### config.mk
export PLATFORM = sky130hd
export DESIGN_NAME = multicycle_ctrl
export DESIGN_NICKNAME = d
export VERILOG_FILES = /design/src/rtl/multicycle_ctrl.sv
export SDC_FILE = /design/constraint.sdc
export NUM_CORES = 1
export LEC_CHECK = 0
export BUFFER_PORTS_ARGS = -buffer_cell sky130_fd_sc_hd__buf_2
export CAP_MARGIN = 25
export CORE_MARGIN = 3
export CORE_UTILIZATION = 41
export DETAILED_ROUTE_END_ITERATION = 10
export GPL_TIMING_DRIVEN = 0
export PLACE_DENSITY = 0.68
export SETUP_SLACK_MARGIN = 0.3
export SLEW_MARGIN = 5
export SYNTH_ARGS = -nofsm -noshare
export SYNTH_HDL_FRONTEND = slang
export SYNTH_SLANG_ARGS = --single-unit
### constraint.sdc
create_clock -name clk -period 4.3 [get_ports clk]
set_clock_uncertainty 0.1 [all_clocks]
set_input_delay 0.215 -clock clk [delete_from_list [all_inputs] [get_ports clk]]
set_output_delay 0.215 -clock clk [all_outputs]
set_load 0.01 [all_outputs]
### src/rtl/multicycle_ctrl.sv
// Main control FSM for the multi-cycle MIPS datapath: sequences one instruction
// over 3-5 states, drives mux selects and write strobes, counts retired instructions.
module multicycle_ctrl #(
    parameter int unsigned CNT_W        = 32,
    parameter bit          ILLEGAL_HALT = 1'b1
) (
    input  logic             clk,
    input  logic             rst,
    input  logic [5:0]       opcode,
    input  logic             zero,
    input  logic             mem_ready,
    output logic             pc_write,
    output logic             pc_write_cond,
    output logic             iord,
    output logic             mem_read,
    output logic             mem_write,
    output logic             ir_write,
    output logic             mem_to_reg,
    output logic             reg_dst,
    output logic             reg_write,
    output logic             alu_src_a,
    output logic [1:0]       alu_src_b,
    output logic [1:0]       alu_op,
    output logic [1:0]       pc_source,
    output logic             halted,
    output logic [CNT_W-1:0] instr_count,
    output logic [3:0]       state
);

    typedef enum logic [3:0] {
        IDLE    = 4'd0,
        FETCH   = 4'd1,
        DECODE  = 4'd2,
        MEM_ADR = 4'd3,
        MEM_RD  = 4'd4,
        MEM_WB  = 4'd5,
        MEM_WR  = 4'd6,
        R_EX    = 4'd7,
        R_WB    = 4'd8,
        BEQ     = 4'd9,
        JUMP    = 4'd10,
        ADDI_EX = 4'd11,
        ADDI_WB = 4'd12,
        HALT    = 4'd15
    } state_t;

    localparam logic [5:0] OP_R    = 6'b000000;
    localparam logic [5:0] OP_LW   = 6'b100011;
    localparam logic [5:0] OP_SW   = 6'b101011;
    localparam logic [5:0] OP_BEQ  = 6'b000100;
    localparam logic [5:0] OP_ADDI = 6'b001000;
    localparam logic [5:0] OP_J    = 6'b000010;

    state_t           r_state;
    logic [CNT_W-1:0] r_count;
    logic             w_retire;
    logic             w_unused_zero;

    // The datapath qualifies pc_write_cond with the zero flag itself.
    assign w_unused_zero = zero;

    assign w_retire = (r_state inside {MEM_WB, R_WB, BEQ, ADDI_WB, JUMP}) ||
                      (r_state == MEM_WR && mem_ready);

    always_ff @(posedge clk) begin
        if (rst) begin
            r_state <= IDLE;
            r_count <= '0;
        end else begin
            case (r_state)
                IDLE:    r_state <= FETCH;
                FETCH:   if (mem_ready) r_state <= DECODE;
                DECODE: begin
                    case (opcode)
                        OP_R:         r_state <= R_EX;
                        OP_LW, OP_SW: r_state <= MEM_ADR;
                        OP_BEQ:       r_state <= BEQ;
                        OP_ADDI:      r_state <= ADDI_EX;
                        OP_J:         r_state <= JUMP;
                        default:      r_state <= ILLEGAL_HALT ? HALT : FETCH;
                    endcase
                end
                MEM_ADR: r_state <= (opcode == OP_LW) ? MEM_RD : MEM_WR;
                MEM_RD:  if (mem_ready) r_state <= MEM_WB;
                MEM_WB:  r_state <= FETCH;
                MEM_WR:  if (mem_ready) r_state <= FETCH;
                R_EX:    r_state <= R_WB;
                R_WB:    r_state <= FETCH;
                BEQ:     r_state <= FETCH;
                ADDI_EX: r_state <= ADDI_WB;
                ADDI_WB: r_state <= FETCH;
                JUMP:    r_state <= FETCH;
                HALT:    r_state <= HALT;
                default: r_state <= IDLE;
            endcase
            if (w_retire) r_count <= r_count + CNT_W'(1);
        end
    end

    // Outputs decode from the state register; only the FETCH PC/IR loads follow mem_ready.
    always_comb begin
        pc_write      = 1'b0;
        pc_write_cond = 1'b0;
        iord          = 1'b0;
        mem_read      = 1'b0;
        mem_write     = 1'b0;
        ir_write      = 1'b0;
        mem_to_reg    = 1'b0;
        reg_dst       = 1'b0;
        reg_write     = 1'b0;
        alu_src_a     = 1'b0;
        alu_src_b     = 2'b00;
        alu_op        = 2'b00;
        pc_source     = 2'b00;
        halted        = 1'b0;
        case (r_state)
            FETCH: begin
                mem_read  = 1'b1;
                alu_src_b = 2'b01;
                pc_write  = mem_ready;
                ir_write  = mem_ready;
            end
            DECODE:  alu_src_b = 2'b11;
            MEM_ADR: begin
                alu_src_a = 1'b1;
                alu_src_b = 2'b10;
            end
            MEM_RD: begin
                mem_read = 1'b1;
                iord     = 1'b1;
            end
            MEM_WB: begin
                mem_to_reg = 1'b1;
                reg_write  = 1'b1;
            end
            MEM_WR: begin
                mem_write = 1'b1;
                iord      = 1'b1;
            end
            R_EX: begin
                alu_src_a = 1'b1;
                alu_op    = 2'b10;
            end
            R_WB: begin
                reg_dst   = 1'b1;
                reg_write = 1'b1;
            end
            BEQ: begin
                alu_src_a     = 1'b1;
                alu_op        = 2'b01;
                pc_write_cond = 1'b1;
                pc_source     = 2'b01;
            end
            ADDI_EX: begin
                alu_src_a = 1'b1;
                alu_src_b = 2'b10;
            end
            ADDI_WB: reg_write = 1'b1;
            JUMP: begin
                pc_write  = 1'b1;
                pc_source = 2'b10;
            end
            HALT:    halted = 1'b1;
            default: ;
        endcase
    end

    assign instr_count = r_count;
    assign state       = r_state;

endmodule

==> results of run 1 <==
[report_power, final]
group	switching [mW]	internal, mW
clock network	0.110	0.110
registers	0.0119	0.341
logic	0.0958	0.0640
total	0.218	0.515
[placed cells by master (no fill, tap or decap), types with 4 or more instances in the layout]
cell type	n
buf_2	62
nor2_1	37
dfxtp_1	36
a21oi_1	24
o21ai_0	19
nand2_1	17
xor2_1	15
clkbuf_1	11
or3_1	10
nand3_1	9
inv_1	7
or4_1	7
o31ai_1	7
nand2b_1	6
nor3_1	6
o211ai_1	5
clkbuf_8	5
nand4_1	4
and4_1	4
and3_1	4
nor4_1	4
[area by class of cell]
class	instances	area, µm²	share of cell area
inverter	7	26.3	0.0102
buffer	15	70.1	0.0273
sequential	36	721	0.281
clock inverter	1	5.00	0.00195
multi-input combinational	214	1290	0.501
tap	67	83.8	0.0327
clock buffer	6	72.6	0.0283
timing repair buffer	60	300	0.117
[final timing paths]
path,from,to,slack (ns),cells past startpoint
min,mem_ready,state[2],0.16,4
min reg2reg,instr_count[31],instr_count[31],0.40,2
max reg2reg,state[1],instr_count[24],2.08,5
max,state[3],pc_write,2.00,6
[synthesized netlist by cell type, drive strengths merged (2+ instances only)]
| cell | n |
|---|---|
| a211oi | 2 |
| clkbuf | 10 |
| o211ai | 5 |
| nor4 | 4 |
| and4 | 4 |
| and3 | 4 |
| nor2b | 2 |
| o2111ai | 3 |
| nor3b | 3 |
| xor2 | 15 |
| inv | 7 |
| nor2 | 38 |
| nand2 | 17 |
| a21o | 2 |
| nand2b | 6 |
| or4 | 7 |
| nand4b | 2 |
| nand4 | 4 |
| dfxtp | 36 |
| or3 | 10 |
| nand3 | 9 |
| buf | 5 |
| or2 | 3 |
| o31ai | 7 |
| o21ai | 21 |
| a21oi | 25 |
| nand3b | 3 |
| nor3 | 6 |
[logic make-up (layout without fill, tap and decap cells)]
logic type / count (synthesis) / in the layout / synth area share
simple gates: 125 / 125 / 0.322
xor+xnor: 15 / 15 / 0.0625
fa+ha+maj: 2 / 2 / 0.0113
buf+inv: 22 / 89 / 0.0458
compound gates: 71 / 71 / 0.211
mux: 1 / 1 / 0.00476
flops: 36 / 36 / 0.343
[sequential cells by signal (all words and copies together) (netlist names)]
| signal | cells |
|---|---|
| instr_count | 32 |
| state | 4 |
[worst register-to-register path: cells and delay by family, from the launching register on]
| family | cells | cell delay (ns) |
|---|---|---|
| flops | 1 | 0.40 |
| compound gates | 2 | 0.35 |
| simple gates | 2 | 0.91 |
| fa+ha+maj | 1 | 0.39 |
[metal layers]
layer	track usage	wire length, µm	up-vias
li1	-	-	1130
met1	0.252	2570	1002
met2	0.277	2460	51
met3	0.0464	283	7
met4	0.0641	77	0
met5	0	0	-
==> results_tabular.tex, run 1 <==
\begin{tabular}{lr}
\hline
Metric & Value \\
\hline
\multicolumn{2}{l}{\textbf{Pwr}} \\
\quad Static power due to leakage & 1.03 nW \\
\quad Maximum vdd drop & 123 µV \\
\quad Power density normalized to cell area & 286 nW/µm² \\
\quad Final Total Pwr & 0.733 mW \\
\multicolumn{2}{l}{\textbf{STA}} \\
\quad Final setup slack of the worst path & 2.00 ns \\
\quad Unrepaired setup endpoints after global routing & false \\
\quad Share of the clock period used by the worst path after layout & 0.535 \\
\quad Number of pins with negative max-slew slack in the final report & 0 \\
\quad Max-slew headroom & 0.660 \\
\quad Fmax achieved & 0.435 GHz \\
\quad Final period demand of the worst path & 2.30 ns \\
\quad Final setup TNS & 0 ns \\
\quad Worst hold slack across all endpoints & 0.160 ns \\
\quad Finish-stage setup viols & 0 \\
\quad Final Hold Vio Count & 0 \\
\quad Worst-Margin Slew & 0.509 ns \\
\multicolumn{2}{l}{\textbf{Yosys}} \\
\quad Top\_reg\_cell synth & dfxtp\_1 \\
\quad Flop and latch count out of synthesis & 36 \\
\quad Async set or reset register ratio after synthesis & 0 \\
\quad Top cells by area, synth & dfxtp\_1 34\%, nor2\_1 6.6\%, xor2\_1 6.2\% \\
\quad Syn Inst Count & 272 \\
\quad Number of distinct library cells after synthesis & 46 \\
\quad Fraction of synthesized cell area taken by the top area cell type & 0.343 \\
\quad Sequential element share of the synthesized area & 0.343 \\
\quad Yosys warnings & 0 \\
\quad Syn Std Cell Area & 2100 µm² \\
\quad Number of flops mapped to enable cells by yosys & 0 \\
\quad Post-synthesis cell type with the largest combined area & dfxtp\_1 \\
\quad Mean cell area of the mapped netlist & 7.73 µm² \\
\quad Post-Synthesis Net Count & 283 \\
\multicolumn{2}{l}{\textbf{Worst setup path}} \\
\quad Most prevalent standard cell on the critical path & clkbuf\_1 \\
\quad Buffers \& Inverters on Critical Path & 3 \\
\quad CP cell instances & clkbuf\_1 > clkbuf\_1 > nand2\_1 > nor3\_1 > or2\_2 > buf\_2 \\
\quad Top Family by Delay on Critical Path & buffers and inverters \\
\quad Largest fanout on the critical path & 10 \\
\quad Crit Path Category & reg -> out \\
\quad Max stage delay cell, worst path & clkbuf\_1 \\
\quad Startpoint class of the critical path & register \\
\quad WP data arrival & 1.98 ns \\
\quad Critical path capture point type & primary output \\
\quad Largest stage delay on the critical path & 0.40 ns \\
\quad Data required time at the worst endpoint & 3.98 ns \\
\multicolumn{2}{l}{\textbf{Clocking}} \\
\quad CTS sink cnt & 36 \\
\quad Reg clk slew, reported paths & 0.07 ns \\
\quad Clock buffer count from CTS & 5 \\
\quad Number of H-tree branching levels & 2 \\
\quad Max Root-Sink Buffers & 2 \\
\quad Insertion delay of the later-clocked pin in the worst-skew pair & 0.28 ns \\
\quad Clk root buf & clkbuf\_8 \\
\quad Post-CTS Resized & 0 \\
\quad Postcts setup bufs & 0 \\
\quad Post-CTS Hold Buffers & 0 \\
\quad CTS tree & built \\
\multicolumn{2}{l}{\textbf{Layout}} \\
\quad Fillcell total & 503 \\
\quad Cell area after layout & 2560 µm² \\
\quad Final core area utilization & 0.529 \\
\quad Fraction of layout cells with a size suffix above 1 & 0.239 \\
\quad Ant. Diodes & 0 \\
\quad Final std cells w/o fill & 406 \\
\quad Final net count & 350 \\
\quad Signed area change from the synthesized netlist to the final layout & 22.0\% \\
\multicolumn{2}{l}{\textbf{Detailed routing}} \\
\quad Count of antenna-violating nets left after detailed routing & 0 \\
\quad Drt pass-1 iters & 4 \\
\quad Total number of vias & 2,190 \\
\quad Total Wirelength & 5390 µm \\
\quad Number of design rule violations left after detail routing & 0 \\
\quad Average vias per placed instance & 5.39 \\
\quad Starting DRC count in detailed routing & 82 \\
\quad Detail-routed net length per standard cell & 13.3 µm \\
\multicolumn{2}{l}{\textbf{Global routing}} \\
\quad Number of global-route vias before repair & 1,977 \\
\quad Antenna violations before repair & 0 \\
\quad Overflow left after global routing & 0 \\
\quad Wire length of the first global-routing pass & 9130 µm \\
\quad Maximum number of pins on one net before global-route repair & 11 \\
\quad GR Util All Layers & 0.184 \\
\multicolumn{2}{l}{\textbf{Place}} \\
\quad HPWL after DPL & 4090 µm \\
\quad GP Congestion & 0.860 \\
\quad Placed standard-cell area & 2490 µm² \\
\quad PortBufs & 60 \\
\quad Minimum setup slack after placement & 2.09 ns \\
\quad Instance count after placement with tap cells included & 399 \\
\multicolumn{2}{l}{\textbf{Floorplanning}} \\
\quad Floorplan die area & 6030 µm² \\
\quad Initial Util & 0.434 \\
\quad Die height & 77.6 µm \\
\quad Width of the chip & 77.6 µm \\
\quad I/O pin cnt & 63 \\
\quad Floorplan Core Area & 4850 µm² \\
\quad Cell row count & 25 \\
\multicolumn{2}{l}{\textbf{Job}} \\
\quad Maximum Capacitance Violations & 0 \\
\multicolumn{2}{l}{\textbf{Worst hold path}} \\
\quad Path category of the worst min-delay check & in -> reg \\
\multicolumn{2}{l}{\textbf{Outcome}} \\
\quad Result of the run & finished clean \\
\hline
\end{tabular}
Power figures use the tool's default switching activity.
==> run 2: changes to the inputs <==
--- a/config.mk
+++ b/config.mk
@@ -11,7 +11,7 @@
 export CORE_UTILIZATION = 41
 export DETAILED_ROUTE_END_ITERATION = 10
 export GPL_TIMING_DRIVEN = 0
-export PLACE_DENSITY = 0.68
+export PLACE_DENSITY = 0.7
 export SETUP_SLACK_MARGIN = 0.3
 export SLEW_MARGIN = 5
 export SYNTH_ARGS = -nofsm -noshare
==> constraint.sdc (replaced) <==
create_clock -name clk -period 2.1 [get_ports clk]
set_clock_uncertainty 0.1 [all_clocks]
set_input_delay 0.105 -clock clk [delete_from_list [all_inputs] [get_ports clk]]
set_output_delay 0.105 -clock clk [all_outputs]
set_load 0.01 [all_outputs]
==> results_tabular.tex, run 2 (synthesized netlist as in run 1, its figures left out) <==
\begin{tabular}{lr}
\hline
Metric & Value \\
\hline
\multicolumn{2}{l}{\textbf{Floorplanning}} \\
\quad Floorplan die area & 6030 µm² \\
\quad Initial Util & 0.434 \\
\quad I/O pin cnt & 63 \\
\quad Floorplan Core Area & 4850 µm² \\
\quad Die height & 77.6 µm \\
\quad Width of the chip & 77.6 µm \\
\quad Cell row count & 25 \\
\multicolumn{2}{l}{\textbf{Place}} \\
\quad Minimum setup slack after placement & 0.104 ns \\
\quad GP Congestion & 0.873 \\
\quad HPWL after DPL & 4040 µm \\
\quad PortBufs & 60 \\
\multicolumn{2}{l}{\textbf{Job}} \\
\quad Maximum Capacitance Violations & 0 \\
\multicolumn{2}{l}{\textbf{STA}} \\
\quad Final Hold Vio Count & 0 \\
\quad Share of the clock period used by the worst path after layout & 0.942 \\
\quad Final setup slack of the worst path & 0.122 ns \\
\quad Unrepaired setup endpoints after global routing & true \\
\quad Max-slew headroom & 0.643 \\
\quad Finish-stage setup viols & 0 \\
\quad Fmax achieved & 0.505 GHz \\
\quad Number of pins with negative max-slew slack in the final report & 0 \\
\quad Worst hold slack across all endpoints & 0.0545 ns \\
\quad Final period demand of the worst path & 1.98 ns \\
\quad Final setup TNS & 0 ns \\
\quad Worst-Margin Slew & 0.536 ns \\
\multicolumn{2}{l}{\textbf{Layout}} \\
\quad Sequential cell area & 781 µm² \\
\quad Fraction of layout cells with a size suffix above 1 & 0.415 \\
\quad Ant. Diodes & 0 \\
\quad Multi-input logic area & 1450 µm² \\
\quad Final net count & 369 \\
\quad Fillcell total & 424 \\
\quad Signed area change from the synthesized netlist to the final layout & 42.8\% \\
\quad Highest-count cells in the layout ignoring fill and taps & 60 x buf\_2, 33 x nor2\_1, 20 x a21oi\_1, 18 x o21ai\_0, 17 x buf\_4 \\
\quad Most common cell after layout, fill and taps aside & buf\_2 \\
\quad Largest register FFs & 32 \\
\quad Final core area utilization & 0.619 \\
\multicolumn{2}{l}{\textbf{Worst setup path}} \\
\quad Data required time at the worst endpoint & 2.20 ns \\
\quad Critical path capture point type & register \\
\quad Largest fanout on the critical path & 7 \\
\quad WP data arrival & 2.08 ns \\
\quad Startpoint class of the critical path & register \\
\quad Crit Path Category & reg -> reg \\
\multicolumn{2}{l}{\textbf{Worst hold path}} \\
\quad Path category of the worst min-delay check & in -> reg \\
\multicolumn{2}{l}{\textbf{Detailed routing}} \\
\quad Met1 routed wirelength after detailed routing & 2790 µm \\
\quad Number of design rule violations left after detail routing & 0 \\
\quad Total Wirelength & 5910 µm \\
\quad Starting DRC count in detailed routing & 114 \\
\quad Total number of vias & 2,351 \\
\quad Drt pass-1 iters & 4 \\
\quad Top Layer Used & met4 \\
\quad Count of antenna-violating nets left after detailed routing & 0 \\
\quad Detail Route met2 WL & 2710 µm \\
\quad Average vias per placed instance & 5.52 \\
\quad Detail-routed net length per standard cell & 13.9 µm \\
\quad Met3 Wirelength & 338 µm \\
\multicolumn{2}{l}{\textbf{Pwr}} \\
\quad Static power due to leakage & 1.22 nW \\
\quad Maximum vdd drop & 383 µV \\
\quad Power density normalized to cell area & 542 nW/µm² \\
\multicolumn{2}{l}{\textbf{Clocking}} \\
\quad Reg clk slew, reported paths & 0.07 ns \\
\quad Number of H-tree branching levels & 2 \\
\quad CTS sink cnt & 36 \\
\quad Clk root buf & clkbuf\_8 \\
\quad Insertion delay of the later-clocked pin in the worst-skew pair & 0.29 ns \\
\quad CTS tree & built \\
\quad Max Root-Sink Buffers & 2 \\
\quad Clock buffer count from CTS & 5 \\
\multicolumn{2}{l}{\textbf{Global routing}} \\
\quad Maximum number of pins on one net before global-route repair & 11 \\
\quad Overflow left after global routing & 0 \\
\quad Antenna violations before repair & 0 \\
\quad GR Util All Layers & 0.191 \\
\quad Number of global-route vias before repair & 2,067 \\
\quad Wire length of the first global-routing pass & 9490 µm \\
\multicolumn{2}{l}{\textbf{Outcome}} \\
\quad Result of the run & finished clean \\
\hline
\end{tabular}
==> run 2: report_power, final <==
part / leakage [nW] / internal, mW / total (mW) / switching [mW]
Clock: 0.0455 / 0.268 / 0.507 / 0.240
Sequential: 0.304 / 0.690 / 0.713 / 0.0228
Combinational: 0.874 / 0.177 / 0.408 / 0.231
Total: 1.22 / 1.13 / 1.63 / 0.494
==> run 2: path summary, 6_finish.rpt <==
kind                   start               to  slack, ns  depth (start not counted)
max                 state[2]  instr_count[15]       0.12                          5
max reg2reg         state[2]  instr_count[15]       0.12                          5
min reg2reg  instr_count[17]  instr_count[17]       0.41                          2
min                mem_ready         state[2]       0.05                          4
==> run 2: layout make-up <==
class	instances	area share
Sequential cell	36	0.260
Timing Repair Buffer	79	0.155
Tap cell	67	0.0279
Inverter	7	0.00875
Clock buffer	8	0.0300
Multi-Input combinational cell	214	0.481
Buffer	15	0.0371
==> run 2: metrics by stage <==
step	total power [mW]	area, µm²	cells
after floorplan	0.977	2160	272
after global placement	1.08	2540	399
after detailed placement	1.08	2540	399
after CTS	1.60	2740	415
after global routing	1.72	3000	426
final	1.63	3000	426
==> run 2: layer usage <==
| metal | track usage | vias up |
|---|---|---|
| li1 | - | 1170 |
| met1 | 0.260 | 1103 |
| met2 | 0.297 | 69 |
| met3 | 0.0499 | 9 |
| met4 | 0.0516 | 0 |
| met5 | 0 | - |
==> run 2: timing repair <==
action	4_1_cts	5_1_grt
endpoints found under the setup margin	28	37
hold buffers	0	0
resized for setup	16	69
pin swaps	8	23
hold endpoints to repair	0	0
cloned	0	1
buffers inserted	8	10
==> run 2: critical path, cell delays in order (launching register included) <==
cell,delay [ns]
dfxtp_4,0.36
maj3_2,0.36
nor3b_4,0.26
o21ai_4,0.13
or4_1,0.50
a21oi_1,0.17
